File: src/rtl/fas.sv
// rtl/fas.sv - single-bit add/subtract cell with registered outputs and carry toggle counter
//
// Purpose:
//    One bit slice of a ripple adder/subtractor. In subtract mode the B operand
//    is inverted and the caller drives cin=1 on the LSB, so cout=1 means no borrow.
//    The combinational sum/carry are also registered, and the number of clock
//    edges on which the registered carry changed value is counted (saturating).
//
// Ports:
//    clk           in   1  clock, all state updates on rising edge
//    rst           in   1  synchronous active-high reset
//    a             in   1  operand A bit
//    b             in   1  operand B bit
//    cin           in   1  carry-in (borrow-chain carry in subtract mode)
//    a_ns          in   1  mode: 1 = add, 0 = subtract
//    s             out  1  combinational sum/difference bit
//    cout          out  1  combinational carry-out
//    s_q           out  1  registered s
//    cout_q        out  1  registered cout
//    cout_tgl_cnt  out  8  saturating count of registered-cout changes

module fas (
   input  logic       clk,
   input  logic       rst,
   input  logic       a,
   input  logic       b,
   input  logic       cin,
   input  logic       a_ns,
   output logic       s,
   output logic       cout,
   output logic       s_q,
   output logic       cout_q,
   output logic [7:0] cout_tgl_cnt
);

   logic       w_bb;
   logic       w_p;
   logic       w_tgl;
   logic       r_s_q;
   logic       r_cout_q;
   logic [7:0] r_cnt;

   // Subtract is a + ~b + cin; the inversion happens here so the adder is shared.
   assign w_bb = a_ns ? b : ~b;
   assign w_p  = a ^ w_bb;
   assign s    = w_p ^ cin;
   assign cout = (a & w_bb) | (cin & w_p);

   // A toggle is judged against the value about to be replaced, so the first
   // load after reset counts when cout=1 (cout_q is 0 coming out of reset).
   assign w_tgl = (cout != r_cout_q);

   always_ff @(posedge clk) begin
      if (rst) begin
         r_s_q    <= 1'b0;
         r_cout_q <= 1'b0;
         r_cnt    <= 8'd0;
      end else begin
         r_s_q    <= s;
         r_cout_q <= cout;
         if (w_tgl && (r_cnt != 8'hFF)) begin
            r_cnt <= r_cnt + 8'd1;
         end
      end
   end

   assign s_q          = r_s_q;
   assign cout_q       = r_cout_q;
   assign cout_tgl_cnt = r_cnt;

endmodule

File: config.mk
export PLATFORM = sky130hd
export DESIGN_NAME = fas
export DESIGN_NICKNAME = d
export VERILOG_FILES = /design/src/rtl/fas.sv
export SDC_FILE = /design/constraint.sdc
export NUM_CORES = 1
export LEC_CHECK = 0
export CORE_MARGIN = 2
export CORE_UTILIZATION = 37
export CTS_BUF_LIST = sky130_fd_sc_hd__clkbuf_16
export DETAILED_ROUTE_END_ITERATION = 10
export MAX_ROUTING_LAYER = met4
export PLACE_DENSITY = 0.71
export SYNTH_ARGS = -nofsm -noshare
export SYNTH_HDL_FRONTEND = slang
export SYNTH_SLANG_ARGS = --single-unit
export TNS_END_PERCENT = 1
File: constraint.sdc
create_clock -name clk -period 1.9 [get_ports clk]
set_input_delay 0.38 -clock clk [delete_from_list [all_inputs] [get_ports clk]]
set_output_delay 0.38 -clock clk [all_outputs]
set_load 0.02 [all_outputs]
# After elaboration in Yosys (flattened, before gate mapping)
# Cells that the tools add are included.
[totals] reg_bits=10 output_inout_bits=12 word_cells=14
[classes] n_addsub=1 eq_ne=2 n_mux=1 n_bitwise=6 n_reduce_logical=1
[op_table] operator="8-bit by 1-bit adder with 8-bit output (second input constant)" n=1
[op_table] operator="8-bit != test (second input constant)" n=1
[op_table] operator="1-bit bitwise AND" n=2
[op_table] operator="1-bit bitwise XOR" n=2
[op_table] operator="1-bit logical AND" n=1
[op_table] operator="1-bit two-way mux" n=1
[op_table] operator="1-bit != test" n=1
[op_table] operator="1-bit NOT" n=1
[op_table] operator="1-bit bitwise OR" n=1

# Logic depth before layout (Yosys ltp)
# Gate-level depths: netlist (run 1).
[logic_depth] word_depth=7 ltp_mapped=6 ltp_nobuf=6

# Least setup slack after synthesis (run 1)
# OpenSTA, ideal clock, no wires.
[synth_timing] path_type="input to register" start="input port a_ns" end="register r_cnt[5], in the netlist cout_tgl_cnt[5]" setup_time_ps=71 t_arrival_ps=1922 path_slack_ps=-93 cell_stages=6 n_path_buf=0 path_cell_list="xor2_1 fa_1 xnor2_2 nand2_2 or4_1 a21oi_1"
[synth_via] elab_chain_len=6 elab_cells_between_ends=7 cone_classes="eq/ne (1); mux (1); bitwise (4); reduce/logical (1)"
[synth_lines] item="from (decl)" line_no="28" text="input logic a_ns,"
[synth_lines] item="1-bit two-way mux (*)" line_no="44" text="assign w_bb = a_ns ? b : ~b;"
[synth_lines] item="1-bit bitwise XOR" line_no="45" text="assign w_p = a ^ w_bb;"
[synth_lines] item="1-bit bitwise AND" line_no="47" text="assign cout = (a & w_bb) | (cin & w_p);"
[synth_lines] item="1-bit bitwise OR (*)" line_no="47"
[synth_lines] item="1-bit != test (*)" line_no="51" text="assign w_tgl = (cout != r_cout_q);"
[synth_lines] item="1-bit logical AND (*)" line_no="61" text="if (w_tgl && (r_cnt != 8'hFF)) begin"
[synth_lines] item="to (signal assigned)" line_no="62" text="r_cnt <= r_cnt + 8'd1;"
[synth_lines] item="to (decl)" line_no="41" text="logic [7:0] r_cnt;"
# Mark *: on every way between the ends. The rest lies on a longest branch, timed or not.
# A chain may end at the register's enable or synchronous reset.

# Worst setup path in the final report (run 1)
[layout_timing] start="input port b" end="register r_cnt[5], in the netlist cout_tgl_cnt[5]"
[layout_via] elab_chain_len=7 elab_cells_between_ends=8 cone_classes="eq/ne (1); mux (1); bitwise (5); reduce/logical (1)"
[layout_lines] item="from (decl)" line_no="26" text="input logic b,"
[layout_lines] item="1-bit NOT" line_no="44"
[layout_lines] item="1-bit two-way mux (*)" line_no="44"
[layout_lines] item="1-bit bitwise XOR" line_no="45"
[layout_lines] item="1-bit bitwise AND" line_no="47"
[layout_lines] item="1-bit bitwise OR (*)" line_no="47"
[layout_lines] item="1-bit != test (*)" line_no="51"
[layout_lines] item="1-bit logical AND (*)" line_no="61"
# Marked as above.

==> flow_summary.ini, run 1 <==
[sta]
fin_crit_sh_pct = 94.94
hold_viol = 0
setup_viol = 0
finalClockSkew_ps = 1.961
slew_headroom_pct = 73.44
finalWorstSetupSlack_ps = 96.09
maxClockFrequency_mhz = 554.4
maxSlewViolCount = 0
min_period_ps = 1804
worst_pin_slew_ps = 397.2
tns_ps = 0
rsz0062_at_grt = no

[setup_path]
crit_required_ps = 2010
cp.arrival_ps = 1910
endpoint_kind = register
r2r-start = cout_tgl_cnt[0]
r2r_slack_ps = 510
critical_path.max_fanout = 4
crit_type = primary input to register
reg2reg_depth = 5
startpoint_type = primary input
r2r-end = cout_tgl_cnt[1]

[clock_tree]
cts-root-buf = clkbuf_16
cts_buffers = 3
max-clock-path-buffers = 2
h-tree-depth = 1
cts_tree = done
cts.clk_slew.worst_paths_ps = 40
hold_buffers = 0
clock_sinks = 10
insertion_delay_ps = 240

[pwr]
irDropWorstVdd_uv = 705.3
power.internal_mw = 0.5746
p_clk_share_pct = 49.5
leakage_nw = 0.3240
power_frac_comb_pct = 18.9
p_sw_mw = 0.1838
power.density_mw_per_mm2 = 941.2
switching_share_pct = 24.23
seqPwrFrac_pct = 31.6

[global_route]
track_usage_pct = 16.59
grt_use_met2_pct = 23.41
globalRouteMet1Util_pct = 21.48
grt_pass1_wl_um = 1731
grt.overflow.total = 0
grt_busiest_layer = met2
grt_pass1_vias = 403
antenna_found_initial = 0
grt_start_max_net_pins = 11
grt_use_met3_pct = 3.333

[placed_design]
dp_slack_ps = -679.8
io_buffers = 17
finalWeightedCongestion = 0.7872
place_inst = 88
dp_hpwl_um = 711.9

[status]
status = complete, no violations

[logic_synthesis]
ys_types = 25
syn_nets = 63
synth_compound_area_share_pct = 14.54
syn_area_um2 = 490.5
synthDominantCellAreaShare_pct = 40.82
synthTopCellsByArea = dfxtp_1 (41%), nor2_1 (6.9%), xor2_1 (5.4%), a21oi_1 (4.1%), fa_1 (4.1%)
synth-simple-area-share_pct = 22.70
ys_ff_latch = 10
synth_adder_area_share_pct = 6.633
yosysSeqAreaShare_pct = 40.82
synth_top_family_by_area = simple AND/OR/NAND/NOR gates
yosysTopAreaCell = dfxtp_1
synth_cells = 55
syn_avg_cell_area_um2 = 8.918
synthXorXnorAreaFrac_pct = 8.673
yosysWarnings = 0
synthMuxAreaShare_pct = 2.041

[layout]
antenna_cells = 0
syn_to_final_growth_pct = 64.29
nets = 88
fin_cells = 94
drive_gt1_share_pct = 26.58

[floorplan]
chipWidth_um = 40.41
die_h_um = 40.41
dieArea_mm2 = 0.001633
ios = 18
num_rows = 13
initial_core_util_pct = 38.66
core_area_mm2 = 0.001269

[route]
drt_wl_total_um = 1076
drc = 0
vias_per_cell = 5.074
wl_per_cell_um = 11.45
detail_route.iter0.violations = 6
antenna_left = 0
vias = 477
drt_pass1_iterations = 4

[job]
cap_violations = 0

[hold_path]
hold_path_depth = 2
holdCritStartpoint = cout_tgl_cnt[5]
holdCritPathClass = register to register
hold_end = cout_tgl_cnt[5]
==> critical path: stages <==
cell and delay [ps]:
buf_2 100, xor2_1 160, fa_2 350, buf_6 140, xnor2_4 140, nand2_2 90, buf_4 130, buf_4 130
o31ai_4 220, a21oi_2 70
==> cells in the mapped netlist (all sizes together) <==
library cell and instances:
dfxtp 10, nor2 9, inv 5, a21oi 4
xor2 3, a211oi 2, and2 2, and3 2
nand2 2, nand3 2, o21ai 2, a41o 1
and4 1, clkbuf 1, fa 1, ha 1
mux2i 1, nand4 1, o2111ai 1, o31ai 1
or3 1, or4 1, xnor2 1
==> how the worst max path moves through the flow <==
stage	slack (ps)	end	start
2_1_floorplan	20	cout_tgl_cnt[5]	a_ns
3_3_place_gp	-650	s	b
3_5_place_dp	-680	s	b
4_1_cts	30	cout_tgl_cnt[5]	a
5_1_grt	4	cout_tgl_cnt[5]	b
6_report	100	cout_tgl_cnt[5]	b
==> state kept, by name (all words and copies together) (netlist names) <==
signal        flops
s_q               1
cout_tgl_cnt      8
cout_q            1
==> per-layer routing <==
| metal | vias to the layer above | routed length, um |
|---|---|---|
| li1 | 237 | - |
| met1 | 221 | 462 |
| met2 | 14 | 526 |
| met3 | 5 | 58 |
| met4 | 0 | 29 |
| met5 | - | 0 |
==> area by class of cell <==
type | instances | area [um^2]
clock buffers | 3 | 75.07
clock inverters | 1 | 3.754
fillers | 112 | 462.9
inverters | 5 | 18.77
multi-input cells | 39 | 302.8
flip-flops and latches | 10 | 200.2
well taps | 15 | 18.77
repair buffers | 21 | 186.4
==> cells by family (layout without fill, tap and decap cells) <==
family                     Yosys count  in the layout
AOI/OAI and AO/OA                   11             11
xor gates and xnor gates             4              4
adders and majority gates            2              2
buffers and inverters                6             30
DFF                                 10             10
muxes                                1              1
and+or+nand+nor                     21             21
==> power by group through the flow <==
stage / logic (mW) / clock network, mW / registers (mW)
2_1_floorplan: 0.0599 / 0 / 0.259
3_3_place_gp: 0.143 / 0 / 0.242
3_5_place_dp: 0.145 / 0 / 0.242
4_1_cts: 0.145 / 0.379 / 0.240
5_1_grt: 0.159 / 0.392 / 0.242
6_report: 0.143 / 0.376 / 0.239
==> through the flow <==
step	util, %	power (mW)	area, um^2	hold WS (ps)
floorplan	-	0.3187	493.0	575.4
global placement	54.64	0.3846	693.2	504.2
detailed placement	54.64	0.3865	693.2	511.9
CTS	61.74	0.7632	783.3	512.4
global route	63.51	0.7932	805.8	551.7
finish	63.51	0.7584	805.8	535.9
==> cell usage in the layout, fill, tap and decap left out, drive strengths merged, types with 2 or more instances in the layout <==
master         count
nand3              2
and2               2
a21oi              4
nand2              2
and3               2
clkbuf             3
dlygate4sd2        2
xor2               3
dfxtp             10
nor2               9
buf                7
a211oi             2
o21ai              2
clkdlybuf4s50     11
inv                5
==> timing repair <==
action,4_1_cts,5_1_grt
endpoints found under the setup margin,10,2
buffers inserted,2,0
resized for setup,19,5
pin swaps,6,6
Note: power is estimated with default switching activity, not from simulation.
==> run 2: changes to the inputs <==
Settings changed: CAP_MARGIN set to 10, CTS_CLUSTER_DIAMETER set to 100.
==> results of run 2 <==
Same layout as run 1: the final DEF is identical, and so are final timing and power.
==> run 3: changes to the inputs <==
Settings changed: ABC_AREA set to 1, CORE_UTILIZATION 37 to 39, PLACE_DENSITY 0.71 to 0.72, TNS_END_PERCENT 1 to unset.
==> flow_summary.ini, run 3 <==
[clock_tree]
h-tree-depth = 1
cts-root-buf = clkbuf_16
max-clock-path-buffers = 2
hold_buffers = 0
cts_tree = done
cts_buffers = 3
cts.clk_slew.worst_paths_ps = 40
insertion_delay_ps = 240
clock_sinks = 10

[logic_synthesis]
synthDominantCellAreaShare_pct = 34.71
synth_cells = 83
yosysTopAreaCell = dfxtp_1
async_reset_ff_share_pct = 0
yosysSeqAreaShare_pct = 34.71
ys_ff_latch = 10
yosysMostFrequentCell = nor2_1
ys_types = 18
syn_nets = 91
synth_commonest_cells = nor2_1 (19), nand2_1 (16), inv_1 (11)
syn_area_um2 = 576.8
synthFlopType = dfxtp_1
synth_edf_count = 0
synthTopCellsByArea = dfxtp_1 (35%), nor2_1 (12%), nand2_1 (10%), inv_1 (7.2%), nand2_4 (5.9%)
syn_avg_cell_area_um2 = 6.949
yosysWarnings = 0

[route]
drt_pass1_iterations = 4
vias_per_cell = 4.600
antenna_left = 0
vias = 552
drc = 0
drt_wl_total_um = 1125
wl_per_cell_um = 9.375
detail_route.iter0.violations = 5

[floorplan]
chipWidth_um = 42.46
num_rows = 13
initial_core_util_pct = 43.25
core_area_mm2 = 0.001334
dieArea_mm2 = 0.001802
ios = 18
die_h_um = 42.46

[pwr]
p_sw_mw = 0.1789
switching_share_pct = 24.18
power_frac_comb_pct = 19.1
seqPwrFrac_pct = 31.5
power.total_mw = 0.7399
p_clk_share_pct = 49.3
irDropWorstVdd_uv = 636.6
leakage_nw = 0.4057
power.density_mw_per_mm2 = 859.6
power.internal_mw = 0.5610

[global_route]
grt.overflow.total = 0
track_usage_pct = 15.82
grt_start_max_net_pins = 9
grt_pass1_wl_um = 2035
grt_pass1_vias = 492
antenna_found_initial = 0

[sta]
tns_ps = 0
maxSlewViolCount = 0
finalClockSkew_ps = 0.6949
min_period_ps = 1854
slew_headroom_pct = 85.69
setup_viol = 0
rsz0062_at_grt = no
worst_pin_slew_ps = 214.0
fin_crit_sh_pct = 97.55
hold_slack_ps = 521.6
hold_viol = 0
maxClockFrequency_mhz = 539.5

[setup_path]
cp.arrival_ps = 1470
crit_type = primary input to output pin
endpoint_kind = output pin
startpoint_type = primary input
critical_path.max_fanout = 2
crit_required_ps = 1520
r2r_slack_ps = 560

[status]
status = complete, no violations

[layout]
layout_commonest_cell = nor2_1
drive_gt1_share_pct = 22.86
fin_util_pct = 64.54
layout.cells.most_common_list = nor2_1 (19), nand2_1 (16), clkdlybuf4s50_1 (11)
antenna_cells = 0
largest_reg_flops = 8
syn_to_final_growth_pct = 49.24
nets = 115
fill_cells = 120

[placed_design]
finalWeightedCongestion = 0.7516
dp_hpwl_um = 840.7
io_buffers = 17

[job]
cap_violations = 0

[hold_path]
holdCritPathClass = register to register
-- run 3: cell count changes in the layout (fill, tap and decap cells not counted), moves of 3 or more --
cell     change
buf_2        -3
xor2_1       -3
nor2_1      +10
inv_1        +6
nand2_4      +3
nand2_2      +3
nand2_1     +15
a21oi_1      -3
-- run 3: power groups by stage --
| stage | sequential (mW) | clock, mW | combinational (mW) |
|---|---|---|---|
| final | 0.233 | 0.365 | 0.141 |
| after global routing | 0.235 | 0.383 | 0.159 |
| after CTS | 0.234 | 0.373 | 0.144 |
| after detailed placement | 0.237 | 0 | 0.140 |
| after global placement | 0.237 | 0 | 0.139 |
| after floorplan | 0.250 | 0 | 0.0643 |
-- run 3: worst paths after layout --
kind / startpoint / end / depth (start not counted)
min reg2reg: cout_tgl_cnt[1] / cout_tgl_cnt[1] / 2
max: b / s / 5
min: cout_tgl_cnt[1] / cout_tgl_cnt[1] / 2
max reg2reg: cout_tgl_cnt[0] / cout_tgl_cnt[5] / 8
-- run 3: final cells by class --
class	instances	area, um^2	area share [%]
Clock buffer	3	75.07	8.721
Inverter	13	48.80	5.669
Multi-Input combinational cell	60	337.8	39.24
Sequential cell	10	200.2	23.26
Tap cell	15	18.77	2.180
Timing Repair Buffer	19	180.2	20.93
-- run 3: what timing repair did --
action	CTS	global route
setup endpoints to repair	3	1
pin swaps	2	2
gates resized for setup	18	2
setup buffers	0	0
-- run 3: cells by family (layout without fill, tap and decap cells) --
| group | after synthesis | after routing | synth area share [%] |
|---|---|---|---|
| buf+inv | 13 | 35 | 8.460 |
| compound gates | 4 | 4 | 3.688 |
| xor+xnor | 1 | 1 | 1.519 |
| simple gates | 53 | 53 | 45.99 |
| fa+ha+maj | 2 | 2 | 5.640 |
| flops | 10 | 10 | 34.71 |
-- run 3: worst max-delay path, stage by stage --
cell	delay (ps)
clkdlybuf4s15_1	190
xor2_2	160
fa_2	580
inv_2	40
buf_6	120
-- run 3: per-layer routing --
| layer | part of all wire (%) | up-vias | global-route usage [%] | wire [um] |
|---|---|---|---|---|
| met4 | 2.6 | 0 | 8.125 | 29 |
| met2 | 45 | 10 | 20.00 | 503 |
| met1 | 47 | 237 | 20.10 | 533 |
| met5 | 0 | - | - | 0 |
| met3 | 5.2 | 5 | 8.190 | 58 |
| li1 | - | 300 | - | - |
-- run 3: through the flow --
stage	std cells	setup slack, ps	instance area (um^2)
2_1_floorplan	83	232.1	576.8
3_3_place_gp	117	-594.5	780.7
3_5_place_dp	117	-641.6	780.7
4_1_cts	120	14.54	864.6
5_1_grt	120	10.36	860.8
6_report	120	46.48	860.8
==> variant: new RTL, settings of run 1 <==
Register the inputs `a`, `b`, `cin` and `a_ns` before use. The logic sees them one clock later.
--- a/src/rtl/fas.sv
+++ b/src/rtl/fas.sv
@@ -35,2 +35,14 @@
 
+   logic a_q;
+   logic b_q;
+   logic cin_q;
+   logic a_ns_q;
+
+   always_ff @(posedge clk) begin
+      a_q    <= a;
+      b_q    <= b;
+      cin_q  <= cin;
+      a_ns_q <= a_ns;
+   end
+
    logic       w_bb;
@@ -43,6 +55,6 @@
    // Subtract is a + ~b + cin; the inversion happens here so the adder is shared.
-   assign w_bb = a_ns ? b : ~b;
-   assign w_p  = a ^ w_bb;
-   assign s    = w_p ^ cin;
-   assign cout = (a & w_bb) | (cin & w_p);
+   assign w_bb = a_ns_q ? b_q : ~b_q;
+   assign w_p  = a_q ^ w_bb;
+   assign s    = w_p ^ cin_q;
+   assign cout = (a_q & w_bb) | (cin_q & w_p);
 
Function: changed (Yosys sat finds a counterexample within 4 cycles, from zero or initial values and one cycle with rst high).
==> variant against run 1 <==
  * Largest power group unchanged
  * Synthesized cell count is 7.3% higher
  * Critical path type is now reg -> reg
  * Area after synthesis is 16% higher
  * Worst setup slack got worse by 0.025 ns
  * Highest routed layer is now met3
  * Total power is 13% higher
  * Sequential cell count up 4
  * Non-clock buffer count shrank 2
  * Cell area up 5.4%
  * Wire length is 4.5% lower
==> variant: results (changes against run 1) <==
| Metric | Value |
|---|---|
| Layout Cells excl Fill | 97 (+3.2%) |
| Inst Count DP | 93 (+5.7%) |
| Area contributors post-synth | dfxtp_1 49%, nor2_1 5.9%, xor2_1 4.6% |
| Status | finished clean |
| Max clock buf depth | 2 (unchanged) |
| Fraction of layout instances using a drive strength above 1 | 0.160 (-0.105) |
| Fin Hold WS | 0.543 ns (+0.00697 ns) |
| Power Internal | 0.000666 W (+16%) |
| 1st-iter DRT viols | 17 (+11) |
| Setup slack at placement | -0.0823 ns (+0.597 ns) |
| Flop pwr share | 0.381 (+0.065) |
| Slew HR | 0.748 (+0.0132) |
| Crit path arrival time | 2.00 ns (+0.09 ns) |
| Routability-driven placement congestion ratio | 0.786 (-0.22%) |
| Setup Buffers After CTS | 0 (-2) |
| CP startpoint | b_q |
| Synth cell count leaders | 14 x dfxtp_1, 9 x nor2_1, 5 x inv_1 |
| Share of total power in the clock network | 0.454 (-0.041) |
| Drt pass-1 iters | 3 (-1) |
| Post-CTS sizing | 6 (-13) |
| PD cells | 1010 mW/mm^2 (+7.5%) |
| Total track usage | 0.130 (-0.0360) |
| Drt wl/cell | 10.6 um (-7.4%) |
| Post-synth net total | 67 (+6.3%) |
| Placed cell areas | 772 um^2 (+11%) |
| HPWL Detailed | 747 um (+5.0%) |
| LEAKAGE | 0.343 nW (+5.9%) |
| Fin Clk Skew | 0.000929 ns (-0.00103 ns) |
| Number of fill cells in the layout | 141 (+26%) |
| Nets | 90 (+2.3%) |
| Sequential area share after synthesis | 0.491 (+0.0831) |
| Mean number of vias per cell | 5.06 (-0.25%) |
| Worst VDD drop | 0.546 mV (-23%) |
| Global-route wire length before repair | 1710 um (-1.2%) |
==> variant: cell count changes in the layout (fill, tap and decap cells not counted), sizes merged <==
cell	change
dfxtp	+4
dlygate4sd2	-2
buf	-4
clkdlybuf4s50	+4
==> variant: metal layers <==
metal | share of wire | GRT usage
met1 | 0.46 | 0.168
met3 | 0.047 | 0.0511
met4 | 0 | 0.0727
met2 | 0.49 | 0.170
met5 | 0 | -
==> variant: cells by family (layout without fill, tap and decap cells) <==
logic type / after synthesis / count (layout) / synth area share
flip-flops: 14 / 14 / 0.491
AND/OR/NAND/NOR: 21 / 21 / 0.195
multiplexers: 1 / 1 / 0.0175
XOR/XNOR: 4 / 4 / 0.0746
adder cells (fa/ha/maj): 2 / 2 / 0.0570
AO/OA/AOI/OAI: 11 / 11 / 0.125
buffers and inverters: 6 / 28 / 0.0395
==> variant: area by class of cell <==
| class | count | area (um^2) | area share |
|---|---|---|---|
| inverter | 5 | 18.8 | 0.0221 |
| sequential | 14 | 280 | 0.330 |
| clock buffer | 3 | 75.1 | 0.0884 |
| multi-input combinational | 39 | 270 | 0.318 |
| timing repair buffer | 19 | 181 | 0.214 |
| clock inverter | 1 | 3.75 | 0.00442 |
| tap | 16 | 20.0 | 0.0236 |
==> variant: worst max-delay path, cell delays in order (launching register included) <==
cell and delay (ns):
dfxtp_1 0.30, xor2_1 0.17, fa_2 0.38, xnor2_2 0.17, nand2_2 0.09, or4_1 0.50, a21oi_1 0.14
==> variant: path summary, 6_finish.rpt <==
check,cells past startpoint,end
hold reg to reg,2,cout_tgl_cnt[5]
hold / removal,2,cout_tgl_cnt[5]
setup / recovery,6,cout_tgl_cnt[5]
setup reg to reg,6,cout_tgl_cnt[5]
